File: config.mk
export PLATFORM = sky130hd
export DESIGN_NAME = mux8x1_scanner_flat
export DESIGN_NICKNAME = d
export VERILOG_FILES = /design/src/rtl/mux8x1_scanner_if.sv /design/src/rtl/mux8x1_scanner.sv /design/src/flat_wrapper.sv
export SDC_FILE = /design/constraint.sdc
export NUM_CORES = 1
export LEC_CHECK = 0
export BUFFER_PORTS_ARGS = -buffer_cell sky130_fd_sc_hd__buf_4
export CORE_MARGIN = 2
export CORE_UTILIZATION = 52
export CTS_CLUSTER_SIZE = 30
export DETAILED_ROUTE_END_ITERATION = 8
export PLACE_DENSITY = 0.74
export SETUP_SLACK_MARGIN = 0.3
export SYNTH_ARGS = -nofsm -noshare
export SYNTH_HDL_FRONTEND = slang
export SYNTH_SLANG_ARGS = --single-unit
File: constraint.sdc
create_clock -name clk -period 2.8 [get_ports clk]
set_input_delay 0.14 -clock clk [delete_from_list [all_inputs] [get_ports clk]]
set_output_delay 0.14 -clock clk [all_outputs]
set_load 0.02 [all_outputs]
File: src/rtl/mux8x1_scanner_if.sv
// mux8x1_scanner_if: scan request/response and mux-side signals of the scanner
interface mux8x1_scanner_if;
  logic       start;
  logic [7:0] data_in;
  logic       msb_first;
  logic       mux_dout;
  logic [7:0] mux_din;
  logic [2:0] mux_sel;
  logic       busy;
  logic       bit_valid;
  logic       bit_out;
  logic       done;
  logic [7:0] rx_byte;
  logic       mismatch;
  modport master(
    output start, data_in, msb_first, mux_dout,
    input  mux_din, mux_sel, busy, bit_valid, bit_out, done, rx_byte, mismatch
  );
  modport slave(
    input  start, data_in, msb_first, mux_dout,
    output mux_din, mux_sel, busy, bit_valid, bit_out, done, rx_byte, mismatch
  );
endinterface

File: src/rtl/mux8x1_scanner.sv
// mux8x1_scanner: steps an 8:1 mux select over a latched byte and rebuilds it from the mux output
module mux8x1_scanner #(
  parameter int unsigned HOLD_CYCLES = 1
) (
  input logic             clk,
  input logic             rst_n,
  mux8x1_scanner_if.slave bus
);
  typedef enum logic [1:0] {IDLE, SCAN, DONE} state_t;
  state_t     state_q, state_d;
  logic [7:0] mux_din_q, mux_din_d, hold_q, hold_d, shadow_q, shadow_d, rx_byte_q, rx_byte_d, full;
  logic [2:0] mux_sel_q, mux_sel_d, cnt_q, cnt_d;
  logic       msb_q, msb_d, busy_q, busy_d, bit_valid_q, bit_valid_d, bit_out_q, bit_out_d;
  logic       done_q, done_d, mismatch_q, mismatch_d, take, smp, last;
  always_comb begin
    take = state_q == IDLE && bus.start;
    smp = state_q == SCAN && hold_q == 8'(HOLD_CYCLES - 1);
    last = smp && cnt_q == 3'd7;
    full = shadow_q;
    full[mux_sel_q] = bus.mux_dout;
    state_d = take ? SCAN : last ? DONE : state_q == DONE ? IDLE : state_q;
    mux_din_d = take ? bus.data_in : mux_din_q;
    msb_d = take ? bus.msb_first : msb_q;
    mux_sel_d = take ? (bus.msb_first ? 3'd7 : 3'd0)
              : (last || state_q != SCAN) ? 3'd0
              : !smp ? mux_sel_q
              : msb_q ? mux_sel_q - 3'd1 : mux_sel_q + 3'd1;
    hold_d = (state_q == SCAN && !smp) ? hold_q + 8'd1 : 8'd0;
    cnt_d = state_q != SCAN ? 3'd0 : smp ? cnt_q + 3'd1 : cnt_q;
    shadow_d = smp ? full : shadow_q;
    rx_byte_d = last ? full : rx_byte_q;
    mismatch_d = last ? (full != mux_din_q) : mismatch_q;
    bit_valid_d = smp;
    bit_out_d = smp ? bus.mux_dout : bit_out_q;
    done_d = last;
    busy_d = state_d != IDLE;
  end
  always_ff @(posedge clk or negedge rst_n) begin
    if (!rst_n) begin
      state_q <= IDLE;
      mux_din_q <= 8'd0;
      msb_q <= 1'b0;
      mux_sel_q <= 3'd0;
      hold_q <= 8'd0;
      cnt_q <= 3'd0;
      shadow_q <= 8'd0;
      rx_byte_q <= 8'd0;
      mismatch_q <= 1'b0;
      bit_valid_q <= 1'b0;
      bit_out_q <= 1'b0;
      done_q <= 1'b0;
      busy_q <= 1'b0;
    end else begin
      state_q <= state_d;
      mux_din_q <= mux_din_d;
      msb_q <= msb_d;
      mux_sel_q <= mux_sel_d;
      hold_q <= hold_d;
      cnt_q <= cnt_d;
      shadow_q <= shadow_d;
      rx_byte_q <= rx_byte_d;
      mismatch_q <= mismatch_d;
      bit_valid_q <= bit_valid_d;
      bit_out_q <= bit_out_d;
      done_q <= done_d;
      busy_q <= busy_d;
    end
  end
  assign bus.mux_din = mux_din_q;
  assign bus.mux_sel = mux_sel_q;
  assign bus.busy = busy_q;
  assign bus.bit_valid = bit_valid_q;
  assign bus.bit_out = bit_out_q;
  assign bus.done = done_q;
  assign bus.rx_byte = rx_byte_q;
  assign bus.mismatch = mismatch_q;
endmodule

File: src/flat_wrapper.sv
// flat-port wrapper written by rule: the top's interface ports become plain ports
module mux8x1_scanner_flat 
#(
  parameter int unsigned HOLD_CYCLES = 1
)
  (clk, rst_n, bus_start, bus_data_in, bus_msb_first, bus_mux_dout, bus_mux_din, bus_mux_sel, bus_busy, bus_bit_valid, bus_bit_out, bus_done, bus_rx_byte, bus_mismatch);
  mux8x1_scanner_if bus_i ();
  input logic clk;
  input logic rst_n;
  input wire logic [$bits(bus_i.start)-1:0] bus_start;
  input wire logic [$bits(bus_i.data_in)-1:0] bus_data_in;
  input wire logic [$bits(bus_i.msb_first)-1:0] bus_msb_first;
  input wire logic [$bits(bus_i.mux_dout)-1:0] bus_mux_dout;
  output wire logic [$bits(bus_i.mux_din)-1:0] bus_mux_din;
  output wire logic [$bits(bus_i.mux_sel)-1:0] bus_mux_sel;
  output wire logic [$bits(bus_i.busy)-1:0] bus_busy;
  output wire logic [$bits(bus_i.bit_valid)-1:0] bus_bit_valid;
  output wire logic [$bits(bus_i.bit_out)-1:0] bus_bit_out;
  output wire logic [$bits(bus_i.done)-1:0] bus_done;
  output wire logic [$bits(bus_i.rx_byte)-1:0] bus_rx_byte;
  output wire logic [$bits(bus_i.mismatch)-1:0] bus_mismatch;
  assign bus_i.start = bus_start;
  assign bus_i.data_in = bus_data_in;
  assign bus_i.msb_first = bus_msb_first;
  assign bus_i.mux_dout = bus_mux_dout;
  assign bus_mux_din = bus_i.mux_din;
  assign bus_mux_sel = bus_i.mux_sel;
  assign bus_busy = bus_i.busy;
  assign bus_bit_valid = bus_i.bit_valid;
  assign bus_bit_out = bus_i.bit_out;
  assign bus_done = bus_i.done;
  assign bus_rx_byte = bus_i.rx_byte;
  assign bus_mismatch = bus_i.mismatch;
  mux8x1_scanner #(.HOLD_CYCLES(HOLD_CYCLES)) u_core (.clk(clk), .rst_n(rst_n), .bus(bus_i));
endmodule
==> impl_metrics.json <==
{
  "die_y_microns": 71.0,
  "synthesis.nets": 235,
  "h-tree-depth": 2,
  "crit_path_start_kind": "flip-flop",
  "ys_seq_elements": 46,
  "drc": 0,
  "max-cap-violations": 0,
  "number_of_detailed_route_iterations_in_the_first_pass": 5,
  "detail-route-antenna-nets": 0,
  "whs_ps": 58.9,
  "design.die.area_sq_um": 5040,
  "num_io_pins": 37,
  "crit_path_dat_ps": 2440,
  "placementRows": 24,
  "worstPathRequired_ps": 2970,
  "sw_frac_of_total": 0.406,
  "grt_pass1_wl_mm": 8.07,
  "post_drt_wl_per_cell_microns": 15.3,
  "clock_power_share": 0.125,
  "netlist_instances": 217,
  "p_switching_mw": 1.25,
  "total_power_mw": 3.07,
  "max_clock_freq_mhz": 441,
  "grt_start_max_net_pins": 47,
  "cts_setup_buffers": 0,
  "gp_congestion": 0.808,
  "grt_antenna_before_repair": 0,
  "cts_hold_buffers": 1,
  "finalNonFillerCells": 302,
  "critPathMaxFanout": 12,
  "area.growth.synth_to_final_pct": 16.6,
  "worstHoldPathCells": 3,
  "clkSinkCount": 46,
  "grt_overflow_total": 0,
  "total_negative_setup_slacks_ps": 0,
  "report.final.setup_viol": 0,
  "insertedDiodeCount": 0,
  "cp_cell_sequence": "inv_1, ha_1, or4b_4, nor4_4, and2_4, nand3_1, mux2_4",
  "worst_setup_path_end_kind": "flip-flop",
  "critical-path-slowest-cell": "sky130_fd_sc_hd__or4b_4",
  "placeableCoreArea_sq_um": 4350,
  "cpPeakStageDelay_ps": 460,
  "pwr-share-seq": 0.409,
  "layout.core_utilization": 0.625,
  "synth_top_flop_cell": "sky130_fd_sc_hd__dfrtp_1",
  "power_report.internal_total_mw": 1.82,
  "cts_repair_resize_count": 0,
  "tightest_slew_ps": 751,
  "min_period_over_period": 0.810,
  "clk-insertion-delay-late_ps": 280,
  "detail_route.iter0.violations": 110,
  "chipWidth_microns": 71.0,
  "powerDensity_nw_per_um2": 1130,
  "comb_power_share": 0.467,
  "place.port_buffers": 36,
  "synth-edff-count": 0,
  "tritoncts": "done",
  "hold_violations": 0,
  "initial_utilization": 0.536,
  "grt_setup_unrepaired": "no",
  "drive_above_1_share": 0.260,
  "vdd_drop_max_uv": 688,
  "grt.total_usage": 0.201,
  "cts_root_buffer": "sky130_fd_sc_hd__clkbuf_8",
  "number_of_buffers_inserted_during_clock_tree_synthesis": 5,
  "drt_wl_total_mm": 4.62,
  "slew_violations": 0,
  "hpwl_after_detailed_placement_mm": 3.31,
  "hold_path.class": "in -> reg",
  "timing.setup.critical_path_class": "reg -> reg",
  "p_leak_nw": 1.26,
  "slew_headroom": 0.499,
  "post-place-cells": 295,
  "run_status": "finished, final reports clean",
  "ctsLongestPathBuffers": 2,
  "synth_cell_type_count": 45,
  "ys_seq_area_frac": 0.493,
  "vias": 1672,
  "period_needed_ps": 2270,
  "first_global_vias": 1657,
  "synthesis.area_per_instance_sq_um": 10.8,
  "timing.reg2reg.worst_path_depth": 7,
  "vias_per_cell": 5.54,
  "ys_warn_count": 0,
  "nNetsFinal": 269,
  "syn-cell-area_sq_um": 2340,
  "finalClockSkew_ps": 3.76,
  "synthArstFlopShare": 1.00,
  "path_clk_slew_ps": 80
}
-- cells in the mapped netlist, types with 2 or more instances --
| master | instances | share of area |
|---|---|---|
| sky130_fd_sc_hd__a21oi_1 | 5 | 0.011 |
| sky130_fd_sc_hd__a22o_1 | 3 | 0.011 |
| sky130_fd_sc_hd__a31oi_1 | 2 | 0.0054 |
| sky130_fd_sc_hd__and3_1 | 2 | 0.0054 |
| sky130_fd_sc_hd__clkbuf_1 | 9 | 0.014 |
| sky130_fd_sc_hd__dfrtp_1 | 46 | 0.49 |
| sky130_fd_sc_hd__ha_1 | 4 | 0.021 |
| sky130_fd_sc_hd__inv_1 | 9 | 0.014 |
| sky130_fd_sc_hd__mux2_2 | 10 | 0.048 |
| sky130_fd_sc_hd__mux2_4 | 4 | 0.026 |
| sky130_fd_sc_hd__mux2i_1 | 9 | 0.039 |
| sky130_fd_sc_hd__nand2_1 | 21 | 0.034 |
| sky130_fd_sc_hd__nand2b_1 | 3 | 0.0080 |
| sky130_fd_sc_hd__nand3_1 | 9 | 0.019 |
| sky130_fd_sc_hd__nand3b_1 | 6 | 0.019 |
| sky130_fd_sc_hd__nand4_1 | 2 | 0.0054 |
| sky130_fd_sc_hd__nor2_1 | 14 | 0.022 |
| sky130_fd_sc_hd__nor3_1 | 3 | 0.0064 |
| sky130_fd_sc_hd__nor3b_1 | 4 | 0.013 |
| sky130_fd_sc_hd__nor4_1 | 3 | 0.0080 |
| sky130_fd_sc_hd__o21ai_0 | 12 | 0.026 |
| sky130_fd_sc_hd__o22ai_1 | 2 | 0.0054 |
| sky130_fd_sc_hd__o2bb2ai_1 | 2 | 0.0075 |
| sky130_fd_sc_hd__xnor2_1 | 5 | 0.019 |
| sky130_fd_sc_hd__xor2_1 | 8 | 0.030 |
-- flip-flops by register name, summed over array words and instances (netlist names) --
name / flops
u_core.bus.done: 1
u_core.bus.busy: 1
u_core.shadow_q: 8
u_core.cnt_q: 3
u_core.bus.rx_byte: 8
u_core.bus.mismatch: 1
u_core.hold_q: 8
u_core.msb_q: 1
u_core.bus.bit_out: 1
u_core.bus.mux_din: 8
u_core.bus.mux_sel: 3
u_core.bus.bit_valid: 1
u_core.state_q: 2
-- per-stage QoR --
| step | area [sq um] | worst slack, ps |
|---|---|---|
| 2_1_floorplan | 2340 | 653 |
| 3_3_place_gp | 2630 | 582 |
| 3_5_place_dp | 2630 | 533 |
| 4_1_cts | 2720 | 517 |
| 5_1_grt | 2720 | 365 |
| 6_report | 2720 | 531 |
-- placed cells by master, fill, tap and decap left out, drive strengths merged, types with 4 or more instances in the layout --
| cell type | n |
|---|---|
| nor3b | 4 |
| inv | 9 |
| mux2 | 15 |
| a21oi | 5 |
| dfrtp | 46 |
| o21ai | 12 |
| nor2 | 14 |
| xor2 | 8 |
| mux2i | 9 |
| ha | 4 |
| nor4 | 4 |
| clkbuf | 6 |
| nand3 | 9 |
| buf | 38 |
| nand2 | 21 |
| nand3b | 6 |
| xnor2 | 5 |
-- critical path: cells and delay by family, from the launching register on --
| family | cells | cell delay [ps] |
|---|---|---|
| fa+ha+maj | 1 | 130 |
| buf+inv | 1 | 80 |
| flops | 1 | 440 |
| mux | 1 | 340 |
| simple gates | 4 | 1170 |
-- worst paths after layout --
check                                   endpoint  slack, ps                   from
max in group asynchronous     u_core.shadow_q[5]       2010                  rst_n
min                        u_core.bus.mux_din[7]         60         bus_data_in[7]
max                           u_core.shadow_q[6]        530       u_core.hold_q[0]
min in group asynchronous       u_core.hold_q[1]        390                  rst_n
min reg2reg                u_core.bus.rx_byte[2]        490  u_core.bus.rx_byte[2]
max reg2reg                   u_core.shadow_q[6]        530       u_core.hold_q[0]
-- cell type report --
| type | instances | area (sq um) |
|---|---|---|
| timing repair buffer | 39 | 295 |
| multi-input combinational | 150 | 1090 |
| fill | 351 | 1630 |
| sequential | 46 | 1150 |
| inverter | 9 | 33.8 |
| tap | 52 | 65.1 |
| clock buffer | 6 | 82.6 |
-- power groups by stage --
stage	combinational [mW]	clock, mW	sequential, mW
finish	1.43	0.383	1.25
global placement	1.41	0	1.26
floorplan	0.907	0	1.31
detailed placement	1.44	0	1.26
CTS	1.45	0.404	1.25
global route	1.58	0.428	1.31
-- per-layer routing --
layer / track usage / routed length, microns / share of wire / vias up
met5: 0 / 0 / 0 / -
met3: 0.0342 / 241 / 0.052 / 4
met2: 0.303 / 2110 / 0.46 / 41
met1: 0.299 / 2210 / 0.48 / 803
li1: - / - / - / 824
met4: 0.0629 / 57 / 0.012 / 0
-- cells by family after synthesis --
group | Yosys count | share of synthesized area
fa+ha+maj | 5 | 0.0300
flops | 46 | 0.493
xor+xnor | 13 | 0.0487
mux | 24 | 0.117
compound gates | 32 | 0.0868
simple gates | 76 | 0.184
buf+inv | 21 | 0.0407
(Power assumes the default switching activity.)
